<file path="config.mk">
export PLATFORM = sky130hd
export DESIGN_NAME = wb_commit_queue
export DESIGN_NICKNAME = d
export VERILOG_FILES = /design/src/rtl/wb_commit_queue.sv
export SDC_FILE = /design/constraint.sdc
export NUM_CORES = 1
export LEC_CHECK = 0
export CORE_MARGIN = 4
export CORE_UTILIZATION = 60
export CTS_CLUSTER_DIAMETER = 40
export DETAILED_ROUTE_END_ITERATION = 12
export DONT_BUFFER_PORTS = 1
export HOLD_SLACK_MARGIN = 0.12
export PLACE_DENSITY_LB_ADDON = 0.2
export SLEW_MARGIN = 20
export SYNTH_ARGS = -nofsm -noshare
export SYNTH_HDL_FRONTEND = slang
export SYNTH_SLANG_ARGS = --single-unit
</file>
<file path="constraint.sdc">
create_clock -name clock -period 32.3 [get_ports clock]
set_input_delay 3.23 -clock clock [delete_from_list [all_inputs] [get_ports clock]]
set_output_delay 3.23 -clock clock [all_outputs]
set_load 0.01 [all_outputs]
</file>
<file path="src/rtl/wb_commit_queue.sv">
// Writeback commit queue: buffers retired instructions in order, drains one per
// cycle to the register file, forwards queued bytes to decode, and turns a
// head exception/ERET into a CP0 report plus a full flush.
// Optional trace outputs are enabled by defining WB_STAGE_DEBUG_TRACE_EN.
module wb_commit_queue #(
    parameter int unsigned DATA_WIDTH     = 32,
    parameter int unsigned DEPTH          = 2,
    parameter int unsigned REG_ADDR_WIDTH = 5,
    parameter int unsigned ADDR_WIDTH     = 32
) (
    input  logic                        clock,
    input  logic                        reset,
    input  logic                        ms_to_ws_valid,
    output logic                        ws_allow_in,
    input  logic [ADDR_WIDTH-1:0]       ms_pc,
    input  logic [REG_ADDR_WIDTH-1:0]   ms_write_register,
    input  logic [DATA_WIDTH/8-1:0]     ms_write_strobe,
    input  logic [DATA_WIDTH-1:0]       ms_write_data,
    input  logic                        ms_exception_valid,
    input  logic                        ms_eret_flush,
    input  logic [4:0]                  ms_exception_code,
    input  logic                        ms_in_delay_slot,
    input  logic [ADDR_WIDTH-1:0]       ms_badvaddr,
    input  logic                        ws_stall,
    output logic                        rf_write_enabled,
    output logic [REG_ADDR_WIDTH-1:0]   rf_write_address,
    output logic [DATA_WIDTH/8-1:0]     rf_write_strobe,
    output logic [DATA_WIDTH-1:0]       rf_write_data,
    input  logic [REG_ADDR_WIDTH-1:0]   id_query_register,
    output logic                        fw_hit,
    output logic [DATA_WIDTH/8-1:0]     fw_byte_valid,
    output logic [DATA_WIDTH-1:0]       fw_data,
    output logic                        cp0_exception_valid,
    output logic                        cp0_eret_flush,
    output logic [4:0]                  cp0_exception_code,
    output logic [ADDR_WIDTH-1:0]       cp0_exception_address,
    output logic                        cp0_in_delay_slot,
    output logic [ADDR_WIDTH-1:0]       cp0_badvaddr,
    output logic                        ws_flush
`ifdef WB_STAGE_DEBUG_TRACE_EN
    ,
    output logic [ADDR_WIDTH-1:0]       debug_wb_pc,
    output logic [DATA_WIDTH/8-1:0]     debug_wb_rf_wen,
    output logic [REG_ADDR_WIDTH-1:0]   debug_wb_rf_wnum,
    output logic [DATA_WIDTH-1:0]       debug_wb_rf_wdata
`endif
);

    localparam int unsigned STRB_W = DATA_WIDTH / 8;
    localparam int unsigned PTR_W  = $clog2(DEPTH);
    localparam int unsigned CNT_W  = PTR_W + 1;

    // Entry storage (no reset needed: validity is tracked by count)
    logic [ADDR_WIDTH-1:0]     pc_q     [DEPTH];
    logic [REG_ADDR_WIDTH-1:0] reg_q    [DEPTH];
    logic [STRB_W-1:0]         strobe_q [DEPTH];
    logic [DATA_WIDTH-1:0]     data_q   [DEPTH];
    logic                      exc_q    [DEPTH];
    logic                      eret_q   [DEPTH];
    logic [4:0]                code_q   [DEPTH];
    logic                      ds_q     [DEPTH];
    logic [ADDR_WIDTH-1:0]     bad_q    [DEPTH];

    logic [PTR_W-1:0] head_q, tail_q;
    logic [CNT_W-1:0] count_q;

    logic retire;
    logic flush_cycle;
    logic push;
    logic head_exc;
    logic head_eret;
    logic [PTR_W-1:0] fw_idx;

    // Control: retire, flush and acceptance decisions
    always_comb begin
        head_exc    = exc_q[head_q];
        head_eret   = eret_q[head_q];
        // Gated by reset so in-flight entries never reach the register file
        retire      = (count_q != '0) && !ws_stall && !reset;
        flush_cycle = retire && (head_exc || head_eret);
        ws_allow_in = ((count_q < CNT_W'(DEPTH)) || retire) && !flush_cycle;
        push        = ms_to_ws_valid && ws_allow_in;
    end

    // Pointer and occupancy update
    always_ff @(posedge clock) begin
        if (reset) begin
            head_q  <= '0;
            tail_q  <= '0;
            count_q <= '0;
        end else if (flush_cycle) begin
            // Discard the faulting head and everything younger
            head_q  <= tail_q;
            count_q <= '0;
        end else begin
            if (push) begin
                tail_q <= tail_q + PTR_W'(1);
            end
            if (retire) begin
                head_q <= head_q + PTR_W'(1);
            end
            count_q <= count_q + CNT_W'(push) - CNT_W'(retire);
        end
    end

    // Entry write at tail
    always_ff @(posedge clock) begin
        if (push && !reset) begin
            pc_q[tail_q]     <= ms_pc;
            reg_q[tail_q]    <= ms_write_register;
            strobe_q[tail_q] <= ms_write_strobe;
            data_q[tail_q]   <= ms_write_data;
            exc_q[tail_q]    <= ms_exception_valid;
            eret_q[tail_q]   <= ms_eret_flush;
            code_q[tail_q]   <= ms_exception_code;
            ds_q[tail_q]     <= ms_in_delay_slot;
            bad_q[tail_q]    <= ms_badvaddr;
        end
    end

    // Head outputs: register-file write or CP0 report
    always_comb begin
        rf_write_enabled      = 1'b0;
        rf_write_address      = '0;
        rf_write_strobe       = '0;
        rf_write_data         = '0;
        cp0_exception_valid   = 1'b0;
        cp0_eret_flush        = 1'b0;
        cp0_exception_code    = '0;
        cp0_exception_address = '0;
        cp0_in_delay_slot     = 1'b0;
        cp0_badvaddr          = '0;
        ws_flush              = 1'b0;
        if (flush_cycle) begin
            cp0_exception_valid   = head_exc;
            cp0_eret_flush        = head_eret && !head_exc;
            cp0_exception_code    = code_q[head_q];
            cp0_exception_address = pc_q[head_q];
            cp0_in_delay_slot     = ds_q[head_q];
            cp0_badvaddr          = bad_q[head_q];
            ws_flush              = 1'b1;
        end else if (retire && (reg_q[head_q] != '0) && (strobe_q[head_q] != '0)) begin
            rf_write_enabled = 1'b1;
            rf_write_address = reg_q[head_q];
            rf_write_strobe  = strobe_q[head_q];
            rf_write_data    = data_q[head_q];
        end
    end

    // Forwarding: walk oldest to youngest so younger bytes overwrite older ones
    always_comb begin
        fw_hit        = 1'b0;
        fw_byte_valid = '0;
        fw_data       = '0;
        fw_idx        = head_q;
        if (id_query_register != '0) begin
            for (int i = 0; i < DEPTH; i++) begin
                fw_idx = head_q + PTR_W'(i);
                if ((CNT_W'(i) < count_q) && !exc_q[fw_idx] && !eret_q[fw_idx] &&
                    (reg_q[fw_idx] == id_query_register)) begin
                    fw_hit = 1'b1;
                    for (int b = 0; b < STRB_W; b++) begin
                        if (strobe_q[fw_idx][b]) begin
                            fw_byte_valid[b]  = 1'b1;
                            fw_data[8*b +: 8] = data_q[fw_idx][8*b +: 8];
                        end
                    end
                end
            end
        end
    end

`ifdef WB_STAGE_DEBUG_TRACE_EN
    // Retirement trace, zero when nothing retires
    always_comb begin
        debug_wb_pc       = retire ? pc_q[head_q] : '0;
        debug_wb_rf_wen   = rf_write_strobe;
        debug_wb_rf_wnum  = rf_write_address;
        debug_wb_rf_wdata = rf_write_data;
    end
`endif

endmodule

</file>
# Word-level counts from Yosys, hierarchy flattened

Memory sizes are Yosys's and may differ from the RTL's. A register that Yosys moved wholly into a read port is not among the register bits.
Cells that the tools add are included.

Add/sub/neg operators: 4
$mul: 0
Divide/modulo/power cells: 0
$lt $le $gt $ge: 3
Equal/unequal tests: 2
Shifts and indexed selects: 0
Multiplexer cells: 62
Bitwise logic cells: 1
Reduce and logical (&&, ||, !) cells: 31

Operators with widths:

| operator                                                                    | number |
|---|---|
| 32-bit 2-to-1 mux                                                           | 7 |
| 8-bit 2-to-1 mux                                                            | 8 |
| 1-bit 2-to-1 mux                                                            | 39 |
| 4-bit 2-to-1 mux                                                            | 5 |
| 1-bit logical AND                                                           | 15 |
| 5-bit 2-to-1 mux                                                            | 3 |
| 5-bit == test                                                               | 2 |
| 5-bit nonzero test                                                          | 2 |
| 1-bit logical NOT                                                           | 7 |
| 1-bit by 2-bit less-than comparator with 1-bit output, first input constant | 2 |
| 2-bit nonzero test                                                          | 2 |
| 4-bit nonzero test                                                          | 1 |
| 1-bit adder, second input constant                                          | 2 |
| 2-bit by 1-bit adder with 2-bit output                                      | 1 |
| 1-bit logical OR                                                            | 2 |
| 2-bit less-than comparator, second input constant                           | 1 |
| 2-bit AND reduction                                                         | 1 |
| 2-bit OR reduction                                                          | 1 |
| 2-bit by 1-bit subtractor with 2-bit output                                 | 1 |
| 1-bit NOT                                                                   | 1 |

Register bits: 4
Latch bits: 0
Memory bits (writable): 226
Bits in read-only memories: 0
Input port bits: 122
Output and inout port bits: 153
Word-level logic and storage cells: 115
Memories kept: 9

Memories:

| memory          | depth | bits a word | read ports | clocked after memory_dff | wr ports | line | RTL |
|---|---|---|---|---|---|---|---|
| bad_q           | 2     | 32          | 1          | 1                        | 1        | 62   | `logic [ADDR_WIDTH-1:0] bad_q [DEPTH];` |
| data_q          | 2     | 32          | 2          | 1                        | 1        | 57   | `logic [DATA_WIDTH-1:0] data_q [DEPTH];` |
| pc_q            | 2     | 32          | 1          | 1                        | 1        | 54   | `logic [ADDR_WIDTH-1:0] pc_q [DEPTH];` |
| code_q          | 2     | 5           | 1          | 1                        | 1        | 60   | `logic [4:0] code_q [DEPTH];` |
| reg_q           | 2     | 5           | 2          | 1                        | 1        | 55   | `logic [REG_ADDR_WIDTH-1:0] reg_q [DEPTH];` |
| strobe_q        | 2     | 4           | 2          | 1                        | 1        | 56   | `logic [STRB_W-1:0] strobe_q [DEPTH];` |
| 3 more memories | n/a   | n/a         | n/a        | n/a                      | n/a      | n/a  |  |

# Depth between registers and ports, before layout

Word-level depth: 10
Gate-level depth with buffers: 13
Depth with buffers taken out: 10

# Least setup slack after synthesis

OpenSTA, ideal clock, no wires.

Kind: in2reg
Start point: in ws_stall
End point: mem bad_q[1][0], enable pin
Library setup time: 749 ps
Arrival time: 12267 ps
Required time: 31551 ps
Slack: 19284 ps
Cell stages on the path: 6
Buffers on the path: 2
Cell sequence: or3_1 > clkbuf_1 > or2_2 > clkbuf_1 > nand3_1 > nor3b_1

Word-level cells in the longest chain between the ends: 10
Elaborated cells between the ends (all ways): 11
Classes of those cells: 2 x mux; 9 x reduce/logical

Ends and longest elaborated chain:

| item                                     | line | RTL |
|---|---|---|
| start, declared                          | 24   | `input logic ws_stall,` |
| 1-bit logical NOT *                      | 79   | `retire = (count_q != '0) && !ws_stall && !reset;` |
| 1-bit logical AND * (2 in series)        | 79   |  |
| 1-bit logical AND                        | 80   | `flush_cycle = retire && (head_exc \|\| head_eret);` |
| 1-bit logical NOT                        | 81   | `ws_allow_in = ((count_q < CNT_W'(DEPTH)) \|\| retire) && !flush_cycle;` |
| 1-bit logical AND *                      | 81   |  |
| 1-bit logical AND *                      | 82   | `push = ms_to_ws_valid && ws_allow_in;` |
| 1-bit logical AND *                      | 108  | `if (push && !reset) begin` |
| 1-bit 2-to-1 mux *                       | 108  |  |
| 1-bit 2-to-1 mux (not written as such) * | 117  | `bad_q[tail_q] <= ms_badvaddr;` |
| end, declared                            | 62   |  |

Mark *: on every way between the ends. The rest lies on a longest branch, timed or not.

# Worst setup path in the final report

Start point: in id_query_register[3]
End point: out fw_data[6]

Word-level cells in the longest chain between the ends: 6
Elaborated cells between the ends (all ways): 9
Classes of those cells: 2 x eq/ne; 4 x mux; 3 x reduce/logical

Ends and longest elaborated chain:

| item                | line | RTL |
|---|---|---|
| start, declared     | 29   | `input logic [REG_ADDR_WIDTH-1:0] id_query_register,` |
| 5-bit == test       | 160  | `(reg_q[fw_idx] == id_query_register)) begin` |
| 1-bit logical AND   | 159  | `if ((CNT_W'(i) < count_q) && !exc_q[fw_idx] && !eret_q[fw_idx] &&` |
| 32-bit 2-to-1 mux   | 159  |  |
| 8-bit 2-to-1 mux    | 163  | `if (strobe_q[fw_idx][b]) begin` |
| 32-bit 2-to-1 mux   | 159  |  |
| 32-bit 2-to-1 mux * | 156  | `if (id_query_register != '0) begin` |
| end, declared       | 32   | `output logic [DATA_WIDTH-1:0] fw_data,` |

Marked as above.

==> metrics.txt <==
clock sink count 231; GRT overflow 0; max-slew violation count 0; routed vias 6083; Syn Nets 899; post-CTS setup buffer count 0; average wire per standard cell 22.5 um; Max FO, Critical Path 9; Critical Path Sink fw_data[6]; CTS clock-pin slew for the worst setup and hold paths 60 ps; CP required 29070 ps; GP Congestion 0.922; CP Launch Type input port; wire length on met1 7680 um; ys flop type edfxtp_1; Critical Path End Type output pin; DIE HEIGHT 138 um; DRT Wirelength 22700 um; antenna fix cells 0; area of the die 19200 um2; final period utilization 0.263; power density over the cells 71.5 nW/um2; unrepaired setup endpoints after global routing no; Clock Latency Late Sink 530 ps; Final HPWL DP 15300 um; Hold Path Class flop to flop; Post-DRT Antenna Nets 0; first-pass GRT wire length 34900 um; Clock H-tree levels 1; initial DRC count 322; Starting Density 0.614; measured slew at the worst slew-check pin 998 ps; sequential-to-total area share from yosys stat 0.674; vias in the first global route 6390; clk_skew 14.9 ps; commonest cells after routing, fill and taps aside edfxtp_1, a21oi_1, nor2_1, mux2i_1, nand2_1; R2R Setup Slk 27780 ps; maximum capacitance violations 0; fill cell count 1141; layout cells sized above 1 0.0938; CTS Buf Count 28; Finished Core Util 0.677; Gate Count Post-Synth 775; I/O Buffers 0; crit path kind input port to output pin; # rows 47; peak supply drop 58.9 uV; GRT Total Usage 0.228; Setup TNS 0 ps; core area 16600 um2; post-synthesis cell area 10200 um2; router iterations before antenna repair 6; Clock Path Buffers 3; reg2reg path depth 7; Die Width 138 um; final net count 893; min Tclk post-route 8490 ps; Synth cell types 36; status finished, final reports clean; worst hold stages 2; vias per cell 6.03; leakage 0.00358 uW; met2 routed WL 11700 um; Setup crit start id_query_register[3]; met3 routed WL 2480 um; Max Used Layer met4; post-CTS sizing 0; Setup Viol. Count Final 0; pin count of the biggest net entering global routing 92; synth-to-layout area growth 10.3%; Seq cells post-synth 231; # IOs 275; CTS tree built; drt drc 0; most common cell after layout, fill and taps aside edfxtp_1; Final Hold Viols 0; Slew Limit Headroom 0.331; yosys warns 0; reg2reg end data_q[1][5]; Post-synth EDFFs 226; hold_buf cts 0; Root Buffer clkbuf_16; ys async rst share 0; initial antenna violation count 0; Post-Syn Area per Cell 13.2 um2; arrival time at the worst endpoint 5260 ps; Peak Freq 0.118 GHz
worst min path at each step:
stage / to / start / slack, ps
after global placement: tail_q / tail_q / 550
after global routing: tail_q / tail_q / 670
after floorplan: tail_q / tail_q / 520
after CTS: tail_q / tail_q / 610
final: tail_q / tail_q / 610
after detailed placement: tail_q / tail_q / 590
sequential cells by signal, indices dropped and copies added, names as in the netlist, named ones only:
| name | cells |
|---|---|
| data_q | 64 |
| tail_q | 1 |
| reg_q | 10 |
| ds_q | 2 |
| bad_q | 64 |
| eret_q | 2 |
| count_q | 2 |
| strobe_q | 8 |
| pc_q | 64 |
| exc_q | 2 |
| code_q | 10 |
| head_q | 1 |
cell usage after synthesis, types with 5 or more instances:
| library cell | instances | area share |
|---|---|---|
| edfxtp_1 | 226 | 0.66 |
| a21oi_1 | 100 | 0.049 |
| nor2_1 | 89 | 0.033 |
| mux2i_1 | 85 | 0.083 |
| nand2_1 | 66 | 0.024 |
| nand2b_1 | 64 | 0.039 |
| clkbuf_1 | 32 | 0.012 |
| o21a_1 | 32 | 0.024 |
| xnor2_1 | 10 | 0.0086 |
| nor3_1 | 6 | 0.0029 |
| dfxtp_1 | 5 | 0.0098 |
| inv_1 | 5 | 0.0018 |
area by class of cell:
type / instances / area, um2 / share of cell area
sequential: 231 / 6890 / 0.612
multi-input combinational: 495 / 3120 / 0.277
clock buffer: 33 / 719 / 0.0639
tap: 220 / 275 / 0.0244
clock inverter: 17 / 176 / 0.0157
timing repair buffer: 8 / 63.8 / 0.00566
inverter: 5 / 18.8 / 0.00167
stage by stage:
step	cell area [um2]	worst slack [ps]	total power, uW	hold slack [ps]	instances
3_3_place_gp	10400	23860	511	549	959
6_report	11300	23810	806	610	1009
5_1_grt	11300	23690	842	665	1009
2_1_floorplan	10200	19280	498	515	775
4_1_cts	11300	23770	812	608	1009
3_5_place_dp	10400	23770	517	586	959
layer usage:
layer	global-route usage	vias up
li1	-	2808
met4	0.0827	0
met3	0.0943	62
met5	0	-
met1	0.249	2913
met2	0.402	300
power breakdown:
part / leakage (uW) / switching [uW] / internal [uW]
Combinational: 0.00104 / 87.0 / 42.8
Clock: 0.000434 / 118 / 177
Sequential: 0.00211 / 11.8 / 370
Total: 0.00358 / 217 / 589
critical path, cell delays in order:
cell     delay, ps
xnor2_1        130
nor4_4         610
nand4_2        440
a21oi_4        570
o21a_1         270
kinds of logic (layout without fill, tap and decap cells):
kind of cell | Yosys count | in the layout | synth area share
compound gates | 141 | 141 | 0.0828
xor+xnor | 13 | 13 | 0.0111
fa+ha+maj | 2 | 2 | 0.00245
buf+inv | 49 | 63 | 0.0214
flops | 231 | 231 | 0.674
mux | 89 | 89 | 0.0877
simple gates | 250 | 250 | 0.121
(Power assumes the default switching activity.)
